--- src/rtl/multicycle_ctrl.sv ---
// Multicycle MIPS-style control unit: FETCH/DECODE/execute/writeback FSM.
// Opcode is captured at DECODE so later states ignore changes on OP.
module multicycle_ctrl (
    input  logic       CLK,
    input  logic       RST,
    input  logic [5:0] OP,
    input  logic       MEM_READY,
    output logic       PCWRITE,
    output logic       BRANCH,
    output logic       BNE,
    output logic       IORD,
    output logic       MEMREAD,
    output logic       MEMWRITE,
    output logic       IRWRITE,
    output logic       REGDST,
    output logic       M2REG,
    output logic       WREG,
    output logic       ALUSRCA,
    output logic       DONE,
    output logic       ILLEGAL,
    output logic [1:0] ALUSRCB,
    output logic [1:0] PCSRC,
    output logic [1:0] ALUOP,
    output logic [3:0] STATE
);

    typedef enum logic [3:0] {
        FETCH  = 4'd0,
        DECODE = 4'd1,
        MEMADR = 4'd2,
        MEMRD  = 4'd3,
        MEMWB  = 4'd4,
        MEMWR  = 4'd5,
        REXEC  = 4'd6,
        RWB    = 4'd7,
        IEXEC  = 4'd8,
        IWB    = 4'd9,
        BR     = 4'd10,
        JMP    = 4'd11,
        ILL    = 4'd12
    } state_t;

    localparam logic [5:0] OP_R    = 6'b000000;
    localparam logic [5:0] OP_ADDI = 6'b001000;
    localparam logic [5:0] OP_ORI  = 6'b001101;
    localparam logic [5:0] OP_SLTI = 6'b001010;
    localparam logic [5:0] OP_LW   = 6'b100011;
    localparam logic [5:0] OP_SW   = 6'b101011;
    localparam logic [5:0] OP_BEQ  = 6'b000100;
    localparam logic [5:0] OP_BNE  = 6'b000101;
    localparam logic [5:0] OP_J    = 6'b000010;

    state_t     state;
    state_t     state_next;
    logic [5:0] opq;

    always_ff @(posedge CLK) begin
        if (RST) begin
            state <= FETCH;
            opq   <= 6'b000000;
        end else begin
            state <= state_next;
            if (state == DECODE)
                opq <= OP;
        end
    end

    assign STATE = RST ? FETCH : state;

    always_comb begin
        state_next = state;
        PCWRITE    = 1'b0;
        BRANCH     = 1'b0;
        BNE        = 1'b0;
        IORD       = 1'b0;
        MEMREAD    = 1'b0;
        MEMWRITE   = 1'b0;
        IRWRITE    = 1'b0;
        REGDST     = 1'b0;
        M2REG      = 1'b0;
        WREG       = 1'b0;
        ALUSRCA    = 1'b0;
        DONE       = 1'b0;
        ILLEGAL    = 1'b0;
        ALUSRCB    = 2'b00;
        PCSRC      = 2'b00;
        ALUOP      = 2'b00;

        if (RST) begin
            // Present the idle FETCH view, but never write PC/IR in reset.
            state_next = FETCH;
            MEMREAD    = 1'b1;
            ALUSRCB    = 2'b01;
        end else begin
            case (state)
                FETCH: begin
                    MEMREAD = 1'b1;
                    ALUSRCB = 2'b01;
                    IRWRITE = MEM_READY;
                    PCWRITE = MEM_READY;
                    if (MEM_READY)
                        state_next = DECODE;
                end
                DECODE: begin
                    ALUSRCB = 2'b11;
                    case (OP)
                        OP_R:    state_next = REXEC;
                        OP_ADDI,
                        OP_ORI,
                        OP_SLTI: state_next = IEXEC;
                        OP_LW,
                        OP_SW:   state_next = MEMADR;
                        OP_BEQ,
                        OP_BNE:  state_next = BR;
                        OP_J:    state_next = JMP;
                        default: state_next = ILL;
                    endcase
                end
                MEMADR: begin
                    ALUSRCA    = 1'b1;
                    ALUSRCB    = 2'b10;
                    state_next = (opq == OP_LW) ? MEMRD : MEMWR;
                end
                MEMRD: begin
                    MEMREAD = 1'b1;
                    IORD    = 1'b1;
                    if (MEM_READY)
                        state_next = MEMWB;
                end
                MEMWB: begin
                    WREG       = 1'b1;
                    M2REG      = 1'b1;
                    DONE       = 1'b1;
                    state_next = FETCH;
                end
                MEMWR: begin
                    MEMWRITE = 1'b1;
                    IORD     = 1'b1;
                    DONE     = MEM_READY;
                    if (MEM_READY)
                        state_next = FETCH;
                end
                REXEC: begin
                    ALUSRCA    = 1'b1;
                    ALUOP      = 2'b10;
                    state_next = RWB;
                end
                RWB: begin
                    WREG       = 1'b1;
                    REGDST     = 1'b1;
                    DONE       = 1'b1;
                    state_next = FETCH;
                end
                IEXEC: begin
                    ALUSRCA = 1'b1;
                    ALUSRCB = 2'b10;
                    case (opq)
                        OP_ORI:  ALUOP = 2'b11;
                        OP_SLTI: ALUOP = 2'b01;
                        default: ALUOP = 2'b00;
                    endcase
                    state_next = IWB;
                end
                IWB: begin
                    WREG       = 1'b1;
                    DONE       = 1'b1;
                    state_next = FETCH;
                end
                BR: begin
                    ALUSRCA    = 1'b1;
                    ALUOP      = 2'b01;
                    PCSRC      = 2'b01;
                    BRANCH     = 1'b1;
                    BNE        = (opq == OP_BNE);
                    DONE       = 1'b1;
                    state_next = FETCH;
                end
                JMP: begin
                    PCWRITE    = 1'b1;
                    PCSRC      = 2'b10;
                    DONE       = 1'b1;
                    state_next = FETCH;
                end
                ILL: begin
                    ILLEGAL    = 1'b1;
                    state_next = ILL;
                end
                default: state_next = FETCH;
            endcase
        end
    end

endmodule

--- config.mk ---
export PLATFORM = sky130hd
export DESIGN_NAME = multicycle_ctrl
export DESIGN_NICKNAME = d
export VERILOG_FILES = /design/src/rtl/multicycle_ctrl.sv
export SDC_FILE = /design/constraint.sdc
export NUM_CORES = 1
export LEC_CHECK = 0
export BUFFER_PORTS_ARGS = -buffer_cell sky130_fd_sc_hd__buf_2
export CAP_MARGIN = 25
export CORE_ASPECT_RATIO = 0.75
export CORE_MARGIN = 2
export CORE_UTILIZATION = 53
export CTS_CLUSTER_DIAMETER = 40
export DETAILED_ROUTE_END_ITERATION = 8
export GPL_TIMING_DRIVEN = 0
export PLACE_DENSITY = 0.83
export SYNTH_ARGS = -nofsm -noshare
export SYNTH_HDL_FRONTEND = slang
export SYNTH_SLANG_ARGS = --single-unit
--- constraint.sdc ---
create_clock -name CLK -period 5.3 [get_ports CLK]
set_input_delay 1.325 -clock CLK [delete_from_list [all_inputs] [get_ports CLK]]
set_output_delay 1.325 -clock CLK [all_outputs]
set_load 0.05 [all_outputs]
==> run_results.csv <==
group,metric,value,unit
route,vias,1153,
yosys,avgSynthCellArea,6.679,um^2
global_routing,grt_most_used_layer,"met2",
finish,drive_gt1_frac,0.2529,
yosys,yosys_warnings,0,
global_routing,antenna_found_initial,0,
clock_tree,cts_root_buf,"clkbuf_4",
clock_tree,h-tree-depth,1,
setup_path,cp-start-kind,"input pin",
yosys,netlist_instances,139,
floorplan,die-area,2106,um^2
floorplan,die_height,40.25,um
power_and_ir_drop,p_switching,273.4,uW
setup_path,worstRegToRegCells,4,
sta,drv_slew,0,
finish,antenna-diode-count,0,
sta,max_clock_freq,0.2571,GHz
finish,final_util,0.6783,
setup_path,cpPeakStageDelay,0.42,ns
power_and_ir_drop,ir_worst_vdd,0.3063,mV
clock_tree,post_cts_buffers,0,
yosys,synth_largest_area_cell,"dfxtp_1",
global_routing,grt_pass1_vias,994,
placement,port_buffers,31,
setup_path,cp.required,3.97,ns
setup_path,end_kind,"output pin",
sta,finalSetupViolations,0,
min_path,worst_hold_path_type,"reg2reg",
floorplan,die_w,52.33,um
global_routing,grt.total_usage,0.3043,
clock_tree,clk_pin_slew,0.07,ns
yosys,synth_area,928.4,um^2
global_routing,grt_pass1_wl,4574,um
clock_tree,cts_hold_buf,0,
route,drtIter0Drc,69,
clock_tree,clk_latency,0.27,ns
setup_path,cpMostUsedCell,"buf_2",
setup_path,worstSetupPathType,"in2out",
sta,rsz0062_at_grt,"no",
global_routing,grt_util_met1,0.4120,
floorplan,pin_count,32,
yosys,synth_top_area_frac,0.2156,
global_routing,grt_use_met3,0.08955,
placement,dp_hpwl,2180,um
setup_path,cp_max_fo,10,
min_path,hold_path_depth,2,
global_routing,grt-ovfl-total,0,
global_routing,use_met2,0.4906,
clock_tree,cts_resized,0,
sta,relSlewSlack,0.5682,
placement,dpl_cell_area,1111,um^2
setup_path,crit_slowest_cell,"clkbuf_1",
power_and_ir_drop,p_int,233.7,uW
floorplan,initial_core_util,0.5488,
sta,final.min_clock_period,3.889,ns
setup_path,arrival,2.56,ns
sta,worst_pin_slew,0.6428,ns
sta,fin_crit_sh,0.7338,
yosys,syn_nets,148,
placement,place_congestion,0.8872,
clock_tree,cts_tree,"built",
finish,final_nets,184,
route,drc,0,
power_and_ir_drop,power_frac_comb,0.636,
sta,setup-tns-final,0,ns
outcome,status,"completed",
route,viasPerCell,5.883,
power_and_ir_drop,switching_share,0.5391,
finish,multi_input_comb_area,678.2,um^2
clock_tree,cts_made_buffers,3,
finish,fillCellCount,165,
clock_tree,cts_buffer_depth,2,
floorplan,coreArea,1692,um^2
sta,hold_viol_final,0,
job,maxCapViolCount,0,
route,drtPass1Iterations,4,
sta,fin_skew,0.003287,ns
clock_tree,cts.sinks,10,
route,wire_per_inst,14.69,um
floorplan,rows,13,
power_and_ir_drop,clock_power_share,0.141,
setup_path,worstPathCellList,"buf_2 > buf_1 > clkbuf_1 > nor3_1 > buf_2",
route,routed_wl,2880,um
yosys,ys_top_cells_by_area,"dfxtp_1 (22%), nand2_1 (8.9%), nor2_1 (8.9%)",
power_and_ir_drop,powerDensity,442.0,nW/um^2
yosys,ys_ff_latch,10,
yosys,ys_seq_area_frac,0.2156,
finish,design_area,1147,um^2
power_and_ir_drop,seq_power_share,0.222,
global_routing,grt_max_degree,11,
finish,area_growth,23.58,%
power_and_ir_drop,leakagePower,0.5012,nW
yosys,ys_types,42,
finish,seq_area,200.2,um^2
sta,holdWs,0.4682,ns
route,antenna_left,0,
## sequential cells by signal (all words and copies together) (netlist names)
| name | flops |
|---|---|
| state | 4 |
| opq | 6 |
## cell usage in the layout, fill, tap and decap left out, types with 2 or more instances in the layout
cell	synthesis	final
a21o_1	2	2
nor3_1	5	5
o21ai_0	3	3
nor2_1	22	22
buf_1	2	2
dfxtp_1	10	10
xor2_1	2	2
nand3_1	2	2
a211oi_1	2	2
o21a_1	2	2
nand3b_1	4	4
nand2_1	22	22
clkbuf_4	0	3
nor2b_1	8	8
a22oi_1	2	2
buf_2	1	32
a21oi_1	13	13
nand2b_1	7	7
nor4_1	3	3
clkbuf_1	4	4
## per-layer routing
layer | up-vias | part of all wire
li1 | 570 | -
met1 | 506 | 0.42
met2 | 73 | 0.46
met3 | 4 | 0.12
met4 | 0 | 0.0014
met5 | - | 0
## final timing paths
check                                   to  slack [ns]  startpoint
worst min-delay path                opq[1]        0.47      opq[1]
worst min register to register      opq[1]        0.47      opq[1]
worst max register to register    state[2]        3.29    state[0]
worst max-delay path            ALUSRCB[1]        1.41         RST
## power by group through the flow
| stage | Clock (mW) | Combinational, mW | Sequential (mW) |
|---|---|---|---|
| floorplan | 0 | 0.249 | 0.108 |
| global placement | 0 | 0.308 | 0.113 |
| detailed placement | 0 | 0.315 | 0.114 |
| CTS | 0.0721 | 0.316 | 0.112 |
| global route | 0.0751 | 0.345 | 0.116 |
| finish | 0.0716 | 0.323 | 0.113 |
## cells by family after synthesis
group           synth area share
simple gates              0.4744
compound gates            0.2372
flops                     0.2156
buf+inv                  0.05390
xor+xnor                 0.01887
## cells in the mapped netlist
| cell type | instances |
|---|---|
| nor3_1 | 5 |
| nand3_1 | 2 |
| nand3b_1 | 4 |
| nor2_4 | 1 |
| or4_1 | 1 |
| a221oi_1 | 1 |
| a21oi_1 | 13 |
| or2_0 | 1 |
| dfxtp_1 | 10 |
| nor4b_1 | 1 |
| inv_1 | 1 |
| nor2b_1 | 8 |
| buf_6 | 1 |
| buf_2 | 1 |
| a21o_1 | 2 |
| o21ai_0 | 3 |
| clkbuf_1 | 4 |
| xor2_1 | 2 |
| or4_4 | 1 |
| nor3b_1 | 1 |
| nor4_1 | 3 |
| a22oi_1 | 2 |
| a22oi_2 | 1 |
| nand4bb_1 | 1 |
| or3_1 | 1 |
| buf_1 | 2 |
| a2111oi_0 | 1 |
| o311a_1 | 1 |
| buf_4 | 1 |
| o21a_1 | 2 |
| a41oi_1 | 1 |
| or2_1 | 1 |
| o21bai_1 | 1 |
| a2111oi_2 | 1 |
| nor2_1 | 22 |
| or2_2 | 1 |
| and3_1 | 1 |
| o2bb2ai_1 | 1 |
| nand2b_1 | 7 |
| nand2_1 | 22 |
| and2b_2 | 1 |
| a211oi_1 | 2 |
## per-stage QoR
stage	cells	setup WS (ns)	total power, mW
finish	196	1.411	0.5072
global route	196	1.327	0.5363
CTS	196	1.444	0.5000
detailed placement	192	1.444	0.4286
global placement	192	1.467	0.4209
floorplan	139	0.2108	0.3580
## critical path, delay by kind of cell
family                 cells  cell delay [ns]
and+or+nand+nor            1             0.09
buffers and inverters      4             1.14
## area by class of cell
class,count,area share
Timing Repair Buffer,31,0.1352
Tap cell,22,0.02399
Inverter,1,0.003272
Buffer,9,0.04035
Clock buffer,4,0.03162
Multi-Input combinational cell,119,0.5911
Sequential cell,10,0.1745
Power figures use the tool's default switching activity.
